## src/rtl/eeg_fram_pkg.sv

```systemverilog
// Shared definitions for the FRAM bank initiator: opcodes and one-hot FSM states.
package eeg_fram_pkg;

  localparam logic OPC_WR = 1'b0;
  localparam logic OPC_RD = 1'b1;

  typedef enum logic [3:0] {
    MST_IDLE = 4'b0001,
    MST_WR   = 4'b0010,
    MST_RD   = 4'b0100,
    MST_DRN  = 4'b1000
  } mst_state_e;

endpackage

```

## src/rtl/eeg_fram_rfifo.sv

```systemverilog
// Return-data FIFO: {data, expected_last} entries, head served from the storage registers.
module eeg_fram_rfifo
  import eeg_fram_pkg::*;
#(
  parameter int unsigned WIDTH = 5,
  parameter int unsigned DEPTH = 4
) (
  input  logic             clk,
  input  logic             rst_n,
  input  logic             push,
  input  logic [WIDTH-1:0] din,
  input  logic             pop,
  output logic [WIDTH-1:0] dout,
  output logic             empty,
  output logic             full
);

  localparam int unsigned PW = $clog2(DEPTH);
  localparam int unsigned CW = $clog2(DEPTH + 1);

  logic [WIDTH-1:0] mem_q [DEPTH];
  logic [PW-1:0]    wr_ptr_q, rd_ptr_q;
  logic [CW-1:0]    cnt_q;
  logic             do_push, do_pop;

  assign do_push = push && !full;
  assign do_pop  = pop && !empty;

  always_ff @(posedge clk) begin
    if (do_push) mem_q[wr_ptr_q] <= din;
  end

  // DEPTH is a power of two, so pointers wrap naturally.
  always_ff @(posedge clk or negedge rst_n) begin
    if (!rst_n) begin
      wr_ptr_q <= '0;
      rd_ptr_q <= '0;
      cnt_q    <= '0;
    end else begin
      if (do_push) wr_ptr_q <= wr_ptr_q + PW'(1);
      if (do_pop)  rd_ptr_q <= rd_ptr_q + PW'(1);
      if (do_push && !do_pop)      cnt_q <= cnt_q + CW'(1);
      else if (!do_push && do_pop) cnt_q <= cnt_q - CW'(1);
    end
  end

  assign dout  = mem_q[rd_ptr_q];
  assign empty = (cnt_q == '0);
  assign full  = (cnt_q == CW'(DEPTH));

endmodule

```

## src/rtl/eeg_fram_mst.sv

```systemverilog
// Engine-side FRAM bank initiator: burst writes from the source stream, credit-limited
// burst reads returned through a small FIFO to the sink stream.
module eeg_fram_mst
  import eeg_fram_pkg::*;
#(
  parameter int unsigned ADD_AW  = 12,
  parameter int unsigned DAT_DW  = 4,
  parameter int unsigned LEN_DW  = 12,
  parameter int unsigned OSD_NUM = 4,
  parameter int unsigned OSD_AW  = $clog2(OSD_NUM + 1)
) (
  input  logic              clk,
  input  logic              rst_n,
  output logic              IS_IDLE,
  input  logic              CMD_VLD,
  output logic              CMD_RDY,
  input  logic              CMD_OPC,
  input  logic [ADD_AW-1:0] CMD_ADD,
  input  logic [LEN_DW-1:0] CMD_LEN,
  input  logic              SRC_VLD,
  output logic              SRC_RDY,
  input  logic [DAT_DW-1:0] SRC_DAT,
  output logic              ETOF_DAT_VLD,
  output logic              ETOF_DAT_LST,
  input  logic              ETOF_DAT_RDY,
  output logic [ADD_AW-1:0] ETOF_DAT_ADD,
  output logic [DAT_DW-1:0] ETOF_DAT_DAT,
  output logic              ETOF_ADD_VLD,
  output logic              ETOF_ADD_LST,
  input  logic              ETOF_ADD_RDY,
  output logic [ADD_AW-1:0] ETOF_ADD_ADD,
  input  logic              FTOE_DAT_VLD,
  input  logic              FTOE_DAT_LST,
  output logic              FTOE_DAT_RDY,
  input  logic [DAT_DW-1:0] FTOE_DAT_DAT,
  output logic              SNK_VLD,
  output logic              SNK_LST,
  input  logic              SNK_RDY,
  output logic [DAT_DW-1:0] SNK_DAT,
  output logic              ERR_LST
);

  mst_state_e        state_q;
  logic [ADD_AW-1:0] base_q;
  logic [LEN_DW-1:0] len_q, wcnt_q, acnt_q, rcnt_q;
  logic [OSD_AW-1:0] credit_q;
  logic              err_q;

  logic st_idle, st_wr, st_rd, st_drn;
  logic wr_hs, add_hs, push, pop, bad_push, exp_lst;
  logic fifo_empty, fifo_full;
  logic [DAT_DW:0] fifo_dout;

  assign st_idle = (state_q == MST_IDLE);
  assign st_wr   = (state_q == MST_WR);
  assign st_rd   = (state_q == MST_RD);
  assign st_drn  = (state_q == MST_DRN);

  assign IS_IDLE = st_idle;
  assign CMD_RDY = st_idle;

  // Write channel is a pure pass-through of the source stream while in WR.
  assign ETOF_DAT_VLD = st_wr && SRC_VLD;
  assign SRC_RDY      = st_wr && ETOF_DAT_RDY;
  assign ETOF_DAT_DAT = SRC_DAT;
  assign ETOF_DAT_ADD = base_q + ADD_AW'(wcnt_q);
  assign ETOF_DAT_LST = st_wr && (wcnt_q == len_q);
  assign wr_hs        = ETOF_DAT_VLD && ETOF_DAT_RDY;

  assign ETOF_ADD_VLD = st_rd && (credit_q != '0);
  assign ETOF_ADD_ADD = base_q + ADD_AW'(acnt_q);
  assign ETOF_ADD_LST = st_rd && (acnt_q == len_q);
  assign add_hs       = ETOF_ADD_VLD && ETOF_ADD_RDY;

  // Returned data cannot be stalled; credits guarantee FIFO room for every push.
  assign FTOE_DAT_RDY = 1'b1;
  assign exp_lst      = (rcnt_q == len_q);
  assign push         = FTOE_DAT_VLD && (st_rd || st_drn) && !fifo_full;
  assign bad_push     = FTOE_DAT_VLD && (st_idle || st_wr);

  assign SNK_VLD = !fifo_empty;
  assign SNK_DAT = fifo_dout[DAT_DW:1];
  assign SNK_LST = SNK_VLD && fifo_dout[0];
  assign pop     = SNK_VLD && SNK_RDY;
  assign ERR_LST = err_q;

  eeg_fram_rfifo #(
    .WIDTH(DAT_DW + 1),
    .DEPTH(OSD_NUM)
  ) u_rfifo (
    .clk  (clk),
    .rst_n(rst_n),
    .push (push),
    .din  ({FTOE_DAT_DAT, exp_lst}),
    .pop  (pop),
    .dout (fifo_dout),
    .empty(fifo_empty),
    .full (fifo_full)
  );

  always_ff @(posedge clk or negedge rst_n) begin
    if (!rst_n) begin
      state_q  <= MST_IDLE;
      base_q   <= '0;
      len_q    <= '0;
      wcnt_q   <= '0;
      acnt_q   <= '0;
      rcnt_q   <= '0;
      credit_q <= OSD_AW'(OSD_NUM);
      err_q    <= 1'b0;
    end else begin
      if (push) rcnt_q <= rcnt_q + LEN_DW'(1);
      if ((push && (FTOE_DAT_LST != exp_lst)) || bad_push) err_q <= 1'b1;

      if (add_hs && !pop)      credit_q <= credit_q - OSD_AW'(1);
      else if (!add_hs && pop) credit_q <= credit_q + OSD_AW'(1);

      unique case (state_q)
        MST_IDLE: begin
          if (CMD_VLD) begin
            base_q  <= CMD_ADD;
            len_q   <= CMD_LEN;
            wcnt_q  <= '0;
            acnt_q  <= '0;
            rcnt_q  <= '0;
            state_q <= (CMD_OPC == OPC_RD) ? MST_RD : MST_WR;
          end
        end
        MST_WR: begin
          if (wr_hs) begin
            wcnt_q <= wcnt_q + LEN_DW'(1);
            if (wcnt_q == len_q) state_q <= MST_IDLE;
          end
        end
        MST_RD: begin
          if (add_hs) begin
            acnt_q <= acnt_q + LEN_DW'(1);
            if (acnt_q == len_q) state_q <= MST_DRN;
          end
        end
        MST_DRN: begin
          if (pop && fifo_dout[0]) state_q <= MST_IDLE;
        end
        default: state_q <= MST_IDLE;
      endcase
    end
  end

endmodule

```

## config.mk

```make
export PLATFORM = sky130hd
export DESIGN_NAME = eeg_fram_mst
export DESIGN_NICKNAME = d
export VERILOG_FILES = /design/src/rtl/eeg_fram_pkg.sv /design/src/rtl/eeg_fram_rfifo.sv /design/src/rtl/eeg_fram_mst.sv
export SDC_FILE = /design/constraint.sdc
export NUM_CORES = 1
export LEC_CHECK = 0
export CAP_MARGIN = 15
export CORE_AREA = 2 2 101 112
export CTS_BUF_LIST = sky130_fd_sc_hd__clkbuf_4 sky130_fd_sc_hd__clkbuf_8
export DETAILED_ROUTE_END_ITERATION = 10
export DIE_AREA = 0 0 103 114
export HOLD_SLACK_MARGIN = 0.12
export PLACE_DENSITY = 0.8
export SYNTH_ARGS = -nofsm -noshare
export SYNTH_HDL_FRONTEND = slang
export SYNTH_SLANG_ARGS = --single-unit
```

## constraint.sdc

```tcl
create_clock -name clk -period 3.55 [get_ports clk]
set_clock_uncertainty 0.2 [all_clocks]
set_input_delay 0.5325 -clock clk [delete_from_list [all_inputs] [get_ports clk]]
set_output_delay 0.5325 -clock clk [all_outputs]
set_load 0.005 [all_outputs]
```

==> flow_metrics.py, run 1 <==
metrics = {
    "yosys": {
        "synth_cells": 571,
        "synth_top_cell_area_share": 0.3082,
        "avgSynthCellArea_um2": 10.38,
        "synth_enable_flop_cells": 20,
        "async_flop_share": 0.7895,
        "synthTopCellsByCount": "73 x dfrtp_1, 53 x xnor2_1, 52 x nor2_1",
        "synthesis.area_mm2": 0.005927,
        "synth_top_area_cell": "dfrtp_1",
        "seq_area_frac_synth": 0.4184,
        "yosysWarnings": 0,
        "ys_types": 63,
        "synth_nets": 648,
        "ys_top_cells_by_area": "dfrtp_1 31%, edfxtp_1 10%, xnor2_1 7.8%",
        "synth_seq_cells": 95,
        "synth-main-ff-cell": "dfrtp_1",
        "yosysMostFrequentCell": "dfrtp_1",
    },
    "grt": {
        "antenna_found_initial": 0,
        "grt-ovfl-total": 0,
        "grt_pass1_vias": 4680,
        "grt_max_degree": 49,
        "grt_pass1_wl_mm": 22.88,
        "track_usage": 0.2503,
    },
    "power_and_ir_drop": {
        "power_w": 0.004607,
        "peakVddDrop_v": 0.0003578,
        "p_leak_nw": 3.000,
        "power.density_mw_per_mm2": 643.9,
    },
    "worst_setup_path": {
        "arrival_ps": 2730,
        "start_kind": "register",
        "worstPathMaxFanout": 2,
        "reg2reg_slack_ps": 760,
        "ff2ff_path_depth": 8,
        "rr_startpoint": "state_q[3]",
        "rr_endpoint": "credit_q[2]",
        "endpoint_kind": "output port",
        "cp.required_ps": 2820,
        "crit_type": "register to output port",
    },
    "hold_path": {
        "hp-class": "register to register",
        "hold_start": "ERR_LST",
        "min_to": "ERR_LST",
        "min_path_cells": 2,
    },
    "timing": {
        "tightest_slew_ps": 803.1,
        "drv_slew": 0,
        "timing.setup.tns_ps": 0,
        "max_clock_freq_mhz": 289.1,
        "hold_violations": 0,
        "grt_setup_unrepaired": "true",
        "max-slew-margin-rel": 0.4646,
        "finalCritPeriodShare": 0.9745,
        "period_minus_slack_ps": 3459,
        "setup_violations": 0,
    },
    "clock_tree": {
        "cts_max_level": 3,
        "cts_made_buffers": 9,
        "cts.sinks": 95,
        "insertion_delay_ps": 370,
        "cts_root_buf": "clkbuf_8",
        "cts_tree": "done",
        "clk_pin_slew_ps": 100,
        "cts_buffer_depth": 2,
    },
    "die": {
        "ios": 85,
        "die_w_um": 103,
        "rows": 40,
        "die-area_mm2": 0.01174,
        "start_util": 0.5534,
        "die_h_um": 114,
        "core-area_mm2": 0.01071,
    },
    "finish": {
        "layout-drive-gt1-share": 0.1524,
        "area_delta_synth_final_pct": 20.71,
        "finalCoreUtilization": 0.6680,
        "n_fill_cell": 858,
        "final_nets": 728,
        "diodes": 0,
    },
    "detailed_routing": {
        "via_per_inst": 5.791,
        "wl_per_cell_um": 17.35,
        "dr.pass1.iters": 5,
        "num_vias": 4650,
        "drt_first_iter_violations": 299,
        "drcViolationCount": 0,
        "drt-total-wl_mm": 13.93,
        "antenna_left": 0,
    },
    "placement": {
        "place.gp.congestion": 0.9196,
        "dpl.hpwl_mm": 10.36,
        "port-buffer-count": 75,
    },
    "run": {
        "cap_viol_max_count": 0,
    },
    "outcome": {
        "outcome": "finished, final reports clean",
    },
}
[worst max-delay path, stage by stage (launching register included)]
cell and delay, ps:
dfrtp_1 400, buf_4 140, ha_1 220, fa_2 380, a211oi_2 240, o21bai_2 110, a2111oi_2 330, nor3_1 110
xor2_1 150, dlygate4sd2_1 270
[stage by stage]
| step | cell area, um^2 | hold slack [ps] | setup WS (ps) | cells |
|---|---|---|---|---|
| after floorplan | 5927 | 36.91 | 507.8 | 571 |
| after global placement | 6842 | 265.1 | 8.382 | 781 |
| after detailed placement | 6842 | 266.6 | -16.00 | 781 |
| after CTS | 7103 | 294.5 | -71.48 | 800 |
| after global routing | 7154 | 331.8 | -41.86 | 803 |
| final | 7154 | 286.5 | 90.67 | 803 |
[state kept, by name, summed over array words and instances, names as in the netlist]
| signal | flops |
|---|---|
| base_q | 12 |
| wcnt_q | 12 |
| u_rfifo.cnt_q | 3 |
| rcnt_q | 12 |
| acnt_q | 12 |
| credit_q | 3 |
| state_q | 4 |
| u_rfifo.rd_ptr_q | 2 |
| u_rfifo.mem_q | 20 |
| u_rfifo.wr_ptr_q | 2 |
| ERR_LST | 1 |
| len_q | 12 |
[where the power goes]
group,internal [W],leakage [nW],switching (W)
Sequential,0.00136,1.15,0.000358
Clock,0.000345,0.103,0.000395
Combinational,0.00117,1.75,0.000979
[layer usage]
metal	track usage	vias to the layer above	wire, um
li1	-	2194	-
met1	0.3227	2270	5733
met2	0.4281	163	7149
met3	0.04596	23	782
met4	0.07368	0	265
met5	0	-	0
[what timing repair did]
action                     4_1_cts  5_1_grt
setup endpoints to repair        9       11
pin swaps                        6        7
hold buffers                     1        0
gates resized for setup         14       13
hold endpoints to repair        34        0
buffers inserted                 2        3
[worst max path at each step]
stage               cells after the start       from  slack (ps)               end
global placement                        8  base_q[0]           8  ETOF_DAT_ADD[10]
detailed placement                      8  base_q[0]         -20  ETOF_DAT_ADD[10]
global route                            9  base_q[0]         -40   ETOF_ADD_ADD[8]
CTS                                     8  base_q[0]         -70  ETOF_DAT_ADD[10]
floorplan                               7  wcnt_q[0]         510  ETOF_DAT_ADD[10]
finish                                  9  base_q[0]          90   ETOF_ADD_ADD[8]
[cell families after synthesis]
family,count (synthesis),share of synthesized area
DFF,95,0.4184
AOI/OAI and AO/OA,83,0.09057
other,1,0.0006327
and+or+nand+nor,188,0.1699
muxes,33,0.07241
adders and majority gates,35,0.07895
xor gates and xnor gates,89,0.1315
buffers and inverters,47,0.03758
[final cells by class]
| type | instances | area (um^2) | share of cell area |
|---|---|---|---|
| timing repair buffer | 96 | 920.9 | 0.1287 |
| tap | 147 | 183.9 | 0.02571 |
| clock buffer | 10 | 131.4 | 0.01836 |
| inverter | 20 | 75.07 | 0.01049 |
| multi-input combinational | 429 | 3288 | 0.4596 |
| clock inverter | 6 | 75.07 | 0.01049 |
| sequential | 95 | 2480 | 0.3466 |
[cells in the final DEF, fill, tap and decap left out, types with 20 or more instances in the layout]
master and instances:
dfrtp_1 73, clkdlybuf4s50_1 67, xnor2_1 53, nor2_1 51
xor2_1 36, nand2_1 31, ha_1 30, mux2_2 25
a21oi_1 22, inv_1 20, edfxtp_1 20
Note: power is estimated with default switching activity, not from simulation.
==> run 2, diff against run 1 <==
--- a/config.mk
+++ b/config.mk
@@ -11,7 +11,7 @@
 export DETAILED_ROUTE_END_ITERATION = 10
 export DIE_AREA = 0 0 103 114
 export HOLD_SLACK_MARGIN = 0.12
-export PLACE_DENSITY = 0.8
+export PLACE_DENSITY = 0.82
 export SYNTH_ARGS = -nofsm -noshare
 export SYNTH_HDL_FRONTEND = slang
 export SYNTH_SLANG_ARGS = --single-unit
==> flow_metrics.py, run 2 (same netlist as run 1, synthesis figures left out) <==
metrics = {
    "detailed_routing": {
        "wl_per_cell_um": 17.14,
        "via_per_inst": 5.870,
        "dr.pass1.iters": 5,
        "num_vias": 4725,
        "drt-total-wl_mm": 13.80,
        "antenna_left": 0,
        "drcViolationCount": 0,
        "drt_first_iter_violations": 353,
    },
    "power_and_ir_drop": {
        "p_int_w": 0.002837,
        "power_frac_seq": 0.370,
        "swShare": 0.3896,
        "peakVddDrop_v": 0.0004857,
        "pwr-share-comb": 0.469,
        "power_w": 0.004648,
        "p_clk_frac": 0.161,
        "p_leak_nw": 3.029,
        "power.density_mw_per_mm2": 645.4,
        "p_sw_w": 0.001811,
    },
    "outcome": {
        "outcome": "finished, final reports clean",
    },
    "clock_tree": {
        "cts.sinks": 95,
        "clk_pin_slew_ps": 120,
        "cts_max_level": 3,
        "insertion_delay_ps": 390,
        "cts_buffer_depth": 2,
        "cts_made_buffers": 9,
        "cts_root_buf": "clkbuf_8",
        "cts_tree": "done",
    },
    "die": {
        "rows": 40,
        "die_w_um": 103,
        "start_util": 0.5534,
        "die-area_mm2": 0.01174,
        "core-area_mm2": 0.01071,
        "ios": 85,
        "die_h_um": 114,
    },
    "finish": {
        "layout-drive-gt1-share": 0.1596,
        "n_fill_cell": 833,
        "largest_register_ffs": 20,
        "layout_common_cells": "72 x dfrtp_1, 64 x clkdlybuf4s50_1, 53 x xnor2_1",
        "mostFrequentLayoutCell": "dfrtp_1",
        "area_delta_synth_final_pct": 21.51,
        "fin_area_mm2": 0.007202,
        "final_nets": 730,
        "top_register": "u_rfifo.mem_q",
        "diodes": 0,
    },
    "worst_setup_path": {
        "worstPathCellList": "ha_1 > fa_2 > a21oi_2 > o21ai_2 > or4b_4 > a211o_1 > o211ai_1 > clkdlybuf4s15_2",
        "worstPathMaxFanout": 2,
        "start_kind": "register",
        "crit_type": "register to output port",
        "rr_startpoint": "state_q[3]",
        "slowest_delay_ps": 490,
        "arrival_ps": 2760,
        "endpoint_kind": "output port",
        "cp.required_ps": 2820,
        "cp_top_family": "compound AO/OA/AOI/OAI gates",
        "slowest_stage": "or4b_4",
        "worst-path-buf-inv": 1,
        "critPathLaunch": "base_q[0]",
    },
    "hold_path": {
        "hp-class": "register to register",
        "hold_start": "u_rfifo.cnt_q[2]",
    },
    "grt": {
        "grt_pass1_vias": 4588,
        "track_usage": 0.2478,
        "grt_pass1_wl_mm": 22.49,
        "antenna_found_initial": 0,
        "grt_max_degree": 44,
        "grt-ovfl-total": 0,
    },
    "timing": {
        "max-slew-margin-rel": 0.4784,
        "max_clock_freq_mhz": 286.2,
        "tightest_slew_ps": 782.4,
        "grt_setup_unrepaired": "true",
        "timing.setup.tns_ps": 0,
        "period_minus_slack_ps": 3495,
        "setup_violations": 0,
        "worst_slack_ps": 55.49,
        "drv_slew": 0,
        "finalCritPeriodShare": 0.9844,
        "hold_violations": 0,
    },
    "placement": {
        "place_ws_ps": -46.41,
        "place.gp.congestion": 0.9651,
        "dpl.hpwl_mm": 10.22,
        "placed_area_mm2": 0.006877,
        "port-buffer-count": 75,
    },
    "run": {
        "cap_viol_max_count": 0,
    },
}
## run 2: area by class of cell
| type | count | area, um^2 | share of cell area |
|---|---|---|---|
| inverters | 20 | 75.07 | 0.01042 |
| clock inverters | 7 | 96.34 | 0.01338 |
| flip-flops and latches | 95 | 2481 | 0.3445 |
| well taps | 147 | 183.9 | 0.02554 |
| multi-input cells | 429 | 3291 | 0.4569 |
| repair buffers | 98 | 950.9 | 0.1320 |
| clock buffers | 9 | 123.9 | 0.01720 |
## run 2: power groups by stage
stage               registers, W  clock network, W  logic (W)
floorplan                0.00159                 0    0.00142
global placement         0.00172                 0    0.00208
detailed placement       0.00174                 0    0.00216
CTS                      0.00172          0.000760    0.00217
global route             0.00176          0.000811    0.00240
finish                   0.00172          0.000747    0.00218
## run 2: path summary, 6_finish.rpt
| kind | to | slack, ps | cells after the start |
|---|---|---|---|
| worst max-delay path | ETOF_DAT_ADD[10] | 60 | 8 |
| worst min-delay path | u_rfifo.cnt_q[2] | 310 | 1 |
| worst max register to register | credit_q[2] | 740 | 8 |
| worst min register to register | u_rfifo.cnt_q[2] | 310 | 1 |
| max in group asynchronous | state_q[0] | 1880 | 3 |
| min in group asynchronous | base_q[1] | 540 | 2 |
## run 2: metal layers
layer / vias up / GRT usage / wire length [um]
met4: 0 / 0.09561 / 359
met2: 187 / 0.4186 / 6969
li1: 2199 / - / -
met1: 2303 / 0.3140 / 5674
met3: 36 / 0.04596 / 791
met5: - / 0 / 0
## run 2: through the flow
stage / cells / hold WS [ps] / util
after global routing: 805 / 329.2 / 0.6724
after detailed placement: 784 / 284.3 / 0.6421
after CTS: 803 / 308.2 / 0.6678
after floorplan: 571 / 36.91 / -
after global placement: 784 / 266.2 / 0.6421
final: 805 / 307.4 / 0.6724
## run 2: worst register-to-register path, cell delays in order, from the launching register on
cell	delay [ps]
dfrtp_1	470
or4b_1	740
nor2_1	240
ha_1	210
inv_1	60
fa_1	370
xor2_1	150
nor2_1	130
xor2_1	180
## run 2: timing repair
action | in CTS | in global routing
endpoints found under the setup margin | 10 | 9
setup buffers | 2 | 2
pin swaps | 6 | 11
hold buffers | 1 | 0
hold endpoints to repair | 32 | 0
resized for setup | 18 | 15
